### src/rtl/i2s_mclk_deser_pkg.sv
// Shared constants and helpers for the oversampling I2S deserializer.
package i2s_mclk_deser_pkg;

   // Frame-lock FSM encoding, also visible on the debug state output.
   localparam logic [1:0] HUNT   = 2'd0;
   localparam logic [1:0] CHECK  = 2'd1;
   localparam logic [1:0] LOCKED = 2'd2;

   // Legal slot length window in bck cycles.
   localparam logic [6:0] MIN_SLOT_BITS = 7'd16;
   localparam logic [6:0] MAX_SLOT_BITS = 7'd64;

   function automatic logic slot_legal(input logic [6:0] n);
      return (n >= MIN_SLOT_BITS) && (n <= MAX_SLOT_BITS);
   endfunction

   // Bit counter increment that sticks at 127.
   function automatic logic [6:0] sat_inc7(input logic [6:0] v);
      return (v == 7'd127) ? v : v + 7'd1;
   endfunction

   // Short slots carry fewer than 32 bits in the low end; move them to the MSBs.
   function automatic logic [31:0] msb_align(input logic [31:0] sr, input logic [6:0] n);
      if (n >= 7'd32) return sr;
      return sr << (7'd32 - n);
   endfunction

endpackage

### src/rtl/i2s_mclk_deser_sync_edge.sv
// Multi-flop synchronizer with a registered rising-edge detect.
module sync_edge #(
   parameter int SYNC_STAGES = 2
) (
   input  logic clk,
   input  logic resetn,
   input  logic in,
   output logic out,
   output logic rise
);

   logic [SYNC_STAGES-1:0] chain;
   logic                   prev;

   assign out = chain[SYNC_STAGES-1];

   // Shift the async input through the chain and flag a 0->1 transition one clk later.
   always_ff @(posedge clk) begin
      if (!resetn) begin
         chain <= '0;
         prev  <= 1'b0;
         rise  <= 1'b0;
      end else begin
         chain <= {chain[SYNC_STAGES-2:0], in};
         prev  <= chain[SYNC_STAGES-1];
         rise  <= chain[SYNC_STAGES-1] & ~prev;
      end
   end

endmodule

### src/rtl/i2s_mclk_deser.sv
// I2S deserializer oversampled in the mclk domain: slot assembly, frame-lock FSM
// and bck-loss watchdog. valid is a one-clk pulse with data = {left, right}.
module i2s_mclk_deser
   import i2s_mclk_deser_pkg::*;
#(
   parameter int SYNC_STAGES = 2,
   parameter int LOCK_FRAMES = 4,
   parameter int TIMEOUT     = 1024
) (
   input  logic        clk,
   input  logic        resetn,
   input  logic        bck_in,
   input  logic        lrck_in,
   input  logic        data_in,
   output logic [63:0] data,
   output logic        valid,
   output logic        locked,
   output logic [6:0]  bits_per_slot,
   output logic        err,
   output logic [1:0]  state
);

   localparam int             WD_W    = $clog2(TIMEOUT + 1);
   localparam logic [WD_W-1:0] WD_LAST = WD_W'(TIMEOUT - 1);
   localparam logic [WD_W-1:0] WD_MAX  = WD_W'(TIMEOUT);
   localparam logic [3:0]      LOCK_N  = 4'(LOCK_FRAMES);

   logic tick, lrck_s, data_s, bck_s;
   logic lrck_rise_unused, data_rise_unused;

   sync_edge #(.SYNC_STAGES(SYNC_STAGES)) u_bck  (.clk(clk), .resetn(resetn), .in(bck_in),
                                                  .out(bck_s), .rise(tick));
   sync_edge #(.SYNC_STAGES(SYNC_STAGES)) u_lrck (.clk(clk), .resetn(resetn), .in(lrck_in),
                                                  .out(lrck_s), .rise(lrck_rise_unused));
   sync_edge #(.SYNC_STAGES(SYNC_STAGES)) u_data (.clk(clk), .resetn(resetn), .in(data_in),
                                                  .out(data_s), .rise(data_rise_unused));

   logic            lrck_prev;
   logic [6:0]      bitcnt;
   logic [31:0]     sr;
   logic [31:0]     left_word;
   logic [6:0]      left_n;
   logic [6:0]      prev_n;
   logic [3:0]      frame_cnt;
   logic [WD_W-1:0] wd;

   logic [31:0] sr_next, word_close;
   logic [6:0]  n_close;
   logic        lr_edge, left_done, frame_done, frame_ok, left_bad, timeout;

   // Next-bit shift, slot close values and the frame consistency verdict.
   always_comb begin
      sr_next    = (bitcnt < 7'd32) ? {sr[30:0], data_s} : sr;
      n_close    = sat_inc7(bitcnt);
      word_close = msb_align(sr_next, n_close);
      lr_edge    = tick && (lrck_s != lrck_prev);
      left_done  = lr_edge && !lrck_prev;
      frame_done = lr_edge && lrck_prev;
      frame_ok   = (left_n == n_close) && slot_legal(n_close);
      if (state == LOCKED) frame_ok = frame_ok && (n_close == bits_per_slot);
      else                 frame_ok = frame_ok && ((frame_cnt == 4'd0) || (n_close == prev_n));
      left_bad   = left_done && (state == LOCKED) && (n_close != bits_per_slot);
      timeout    = !tick && (wd == WD_LAST);
   end

   // Slot assembly: shift bits on each tick, close the slot when lrck toggles.
   always_ff @(posedge clk) begin
      if (!resetn) begin
         lrck_prev <= 1'b0;
         bitcnt    <= '0;
         sr        <= '0;
         left_word <= '0;
         left_n    <= '0;
      end else if (tick) begin
         lrck_prev <= lrck_s;
         if (lr_edge) begin
            bitcnt <= '0;
            sr     <= '0;
            if (left_done) begin
               left_word <= word_close;
               left_n    <= n_close;
            end
         end else begin
            bitcnt <= n_close;
            sr     <= sr_next;
         end
      end
   end

   // Watchdog: cleared by every tick, counts up otherwise and sticks at TIMEOUT.
   always_ff @(posedge clk) begin
      if (!resetn)           wd <= '0;
      else if (tick)         wd <= '0;
      else if (wd != WD_MAX) wd <= wd + WD_W'(1);
   end

   // Lock FSM and registered outputs.
   always_ff @(posedge clk) begin
      if (!resetn) begin
         state         <= HUNT;
         frame_cnt     <= '0;
         prev_n        <= '0;
         data          <= '0;
         valid         <= 1'b0;
         locked        <= 1'b0;
         bits_per_slot <= '0;
         err           <= 1'b0;
      end else begin
         valid <= 1'b0;
         err   <= 1'b0;
         case (state)
            HUNT: begin
               if (frame_done) begin
                  state     <= CHECK;
                  frame_cnt <= '0;
               end
            end
            CHECK: begin
               if (timeout) begin
                  state <= HUNT;
                  err   <= 1'b1;
               end else if (frame_done) begin
                  if (frame_ok) begin
                     frame_cnt <= frame_cnt + 4'd1;
                     prev_n    <= n_close;
                     if (frame_cnt + 4'd1 == LOCK_N) begin
                        state         <= LOCKED;
                        locked        <= 1'b1;
                        bits_per_slot <= n_close;
                     end
                  end else begin
                     state <= HUNT;
                     err   <= 1'b1;
                  end
               end
            end
            LOCKED: begin
               if (timeout || left_bad || (frame_done && !frame_ok)) begin
                  state         <= HUNT;
                  err           <= 1'b1;
                  locked        <= 1'b0;
                  bits_per_slot <= '0;
               end else if (frame_done) begin
                  valid <= 1'b1;
                  data  <= {left_word, word_close};
               end
            end
            default: state <= HUNT;
         endcase
      end
   end

endmodule

### config.mk
export PLATFORM = sky130hd
export DESIGN_NAME = i2s_mclk_deser
export DESIGN_NICKNAME = d
export VERILOG_FILES = /design/src/rtl/i2s_mclk_deser_pkg.sv /design/src/rtl/i2s_mclk_deser_sync_edge.sv /design/src/rtl/i2s_mclk_deser.sv
export SDC_FILE = /design/constraint.sdc
export NUM_CORES = 1
export LEC_CHECK = 0
export BUFFER_PORTS_ARGS = -buffer_cell sky130_fd_sc_hd__buf_2
export CAP_MARGIN = 40
export CORE_UTILIZATION = 40
export DETAILED_ROUTE_END_ITERATION = 10
export SYNTH_ARGS = -nofsm -noshare
export SYNTH_HDL_FRONTEND = slang
export SYNTH_SLANG_ARGS = --single-unit
### constraint.sdc
create_clock -name clk -period 4.52 [get_ports clk]
set_input_delay 0.678 -clock clk [delete_from_list [all_inputs] [get_ports clk]]
set_output_delay 0.678 -clock clk [all_outputs]
set_load 0.01 [all_outputs]
==> results.toml <==
[drt]
drt-initial-drc-count = 1032
drtPass1Iterations = 5
avgRoutedWirePerCell_microns = 21.16
vias = 10170
drc_errors = 0
routed_wl_mm = 35.76
via_per_inst = 6.020
ant_nets = 0

[timing]
skew_ps = 18.71
finalSetupViolCount = 0
fmaxAchievable_ghz = 0.2405
timing_worst_slew_pin_value_ps = 884.5
max_slew_margin_pct = 40.89
fin_tns_setup_ps = 0
period_minus_slack_ps = 4158
slew_violations = 0
post-route-period-util_pct = 91.99
hold_viol = 0
rsz0062_at_grt = "no"

[placement]
dpl.hpwl_mm = 25.64
gp_congestion = 0.9939
port_buffers = 80

[grt]
grt_pass1_wl_mm = 54.91
grt_usage_pct = 26.93
first_global_vias = 9481
grt_max_degree = 70
overflow = 0
grt_antenna_before_repair = 0

[cts]
clk_latency_ps = 450
cts.path.max_buffers = 2
cts_setup_buffers = 0
post_cts_resized = 0
ctsHoldBuffers = 0
cts_root_buffer = "clkbuf_16"
clk_pin_slew_worst_paths_ps = 90
cts_sinks = 185
htreeDepth = 4
cts_tree = "built"
numCtsBuffers = 17

[hold_path]
holdCritStartpoint = "u_bck.prev$_SDFF_PN0_"
hp-class = "flop to flop"

[power_and_ir_drop]
total_power_mw = 3.400
p_leak_nw = 4.360
vdd_drop_max_mv = 0.2342
power_density_mw_per_mm2 = 288.7

[yosys]
yosysTopAreaCell = "dfxtp_1"
avgSynthCellArea_sq_um = 7.988
yosys_warnings = 0
yosysSeqAreaShare_pct = 35.86
ys_async_sr_fraction_pct = 0
ys_types = 90
syn_inst = 1293
yosys-top-cells-area = "dfxtp_1, nand2_1, mux2i_1, a21oi_1, o21ai_0"
synth_area_sq_mm = 0.01033
synth_seq_cells = 185
synth_edf_count = 0
synth.top_cell.area_share_pct = 35.86
syn_nets = 1307
synth_ff_type = "dfxtp_1"

[critical_path]
setup.worst_path.class = "flop to flop"
worstPathCellList = "buf_4 -> nand4_2 -> a2111oi_4 -> or3_1 -> nand4_1 -> or4_4 -> a211oi_2 -> or4b_1 -> buf_4 -> nand2_1 -> a21oi_1"
path_max_fanout = 46
cp-end-kind = "flop"
crit_path_max_incr_delay_ps = 800
cp-startpoint = "bitcnt[0]$_SDFFE_PN0P_"
critPathLaunchType = "flop"
critical_path_arrival_ps = 4450
critPathRequiredTime_ps = 4810
r2r-start = "bitcnt[0]$_SDFFE_PN0P_"
cp_slowest_cell = "or4b_1"
cpMostUsedCell = "buf_4"

[final_layout]
drive_above_1_share_pct = 16.40
num_antenna_cells = 0
fillers = 2506
area_growth_pct = 14.04
final_nets = 1361

[run]
cap_violations = 0

[floorplan]
initial_core_util_pct = 40.90
core-area_sq_mm = 0.02525
die_area_sq_mm = 0.02647
io_pins = 81
die_w_microns = 162.7
die_y_microns = 162.7
num_rows = 58

[run_status]
status = "finished clean"
[through the flow]
stage / hold WS [ps] / cells / util (%) / cell area, sq um / worst slack (ps)
finish: 390.5 / 1690 / 46.64 / 11780 / 362.0
global route: 406.0 / 1690 / 46.64 / 11780 / 106.5
CTS: 395.4 / 1690 / 46.64 / 11780 / 385.2
detailed placement: 383.0 / 1658 / 44.22 / 11170 / 425.6
global placement: 379.0 / 1658 / 44.22 / 11170 / 484.6
floorplan: 367.4 / 1293 / - / 10330 / 1000
[area by class of cell]
| type | instances | area, sq um | share of cell area, % |
|---|---|---|---|
| clock inverter | 14 | 182.7 | 1.551 |
| sequential | 185 | 3704 | 31.44 |
| tap | 330 | 412.9 | 3.505 |
| multi-input combinational | 993 | 6165 | 52.34 |
| timing repair buffer | 136 | 833.3 | 7.075 |
| clock buffer | 18 | 429.2 | 3.644 |
| inverter | 14 | 52.55 | 0.4461 |
[per-layer routing]
layer | global-route usage [%] | up-vias | wire (microns)
met4 | 10.96 | 0 | 1217
met5 | 0 | - | 0
met3 | 5.169 | 73 | 2543
met2 | 42.50 | 389 | 16370
met1 | 35.88 | 4876 | 15620
li1 | - | 4835 | -
[layout by cell type (no fill, tap or decap), drive strengths merged, types with 26 or more instances in the layout]
cell,instances
a211oi,34
buf,136
a22o,26
dfxtp,185
mux2i,64
nor2,103
nand2,196
a21oi,123
nand3,42
o21ai,87
[logic make-up after synthesis]
kind of cell    Yosys count  synth area share [%]
simple gates            452                 20.28
compound gates          423                 27.27
flops                   185                 35.86
buf+inv                 115                 4.676
mux                      81                 8.383
xor+xnor                 28                 2.447
fa+ha+maj                 9                 1.090
[sequential cells by signal, indices dropped and copies added (netlist names)]
name           cells
u_bck.rise         1
u_bck.chain        2
u_data.chain       2
prev_n             7
u_bck.prev         1
left_word         32
frame_cnt          4
left_n             7
bitcnt             7
u_lrck.chain       2
sr                32
err                1
bits_per_slot      7
data              64
wd                11
state              2
valid              1
lrck_prev          1
locked             1
[Yosys cell counts, drive strengths merged (7+ instances only)]
| library cell | count |
|---|---|
| clkbuf | 81 |
| a211oi | 34 |
| mux2 | 14 |
| nor4 | 7 |
| a2111oi | 11 |
| o21ai | 87 |
| nor2 | 103 |
| o22ai | 21 |
| nand3 | 42 |
| a21boi | 8 |
| nand2 | 196 |
| buf | 20 |
| a21oi | 123 |
| mux2i | 64 |
| a31oi | 18 |
| inv | 14 |
| and3 | 11 |
| o221ai | 7 |
| nor3 | 24 |
| o31ai | 7 |
| and2 | 16 |
| dfxtp | 185 |
| xnor2 | 22 |
| ha | 9 |
| a221oi | 9 |
| or3 | 8 |
| a22o | 26 |
| nor2b | 8 |
[power breakdown]
group          total (mW)  internal [mW]  switching (mW)
registers            1.64           1.64         0.00540
logic               0.191         0.0613           0.130
clock network        1.57          0.755           0.813
total                3.40           2.45           0.948
[critical path, delay by kind of cell, from the launching register on]
kind,cells,cell delay [ps]
buffers and inverters,2,720
DFF,1,340
and+or+nand+nor,6,1980
AOI/OAI and AO/OA,3,960
[path summary, 6_finish.rpt]
check / depth (start not counted) / slack [ps] / to
max: 11 / 360 / data[54]$_SDFFE_PN0P_
min: 1 / 390 / u_bck.rise$_SDFF_PN0_
max reg2reg: 11 / 360 / data[54]$_SDFFE_PN0P_
min reg2reg: 1 / 390 / u_bck.rise$_SDFF_PN0_
Note: power is estimated with default switching activity, not from simulation.
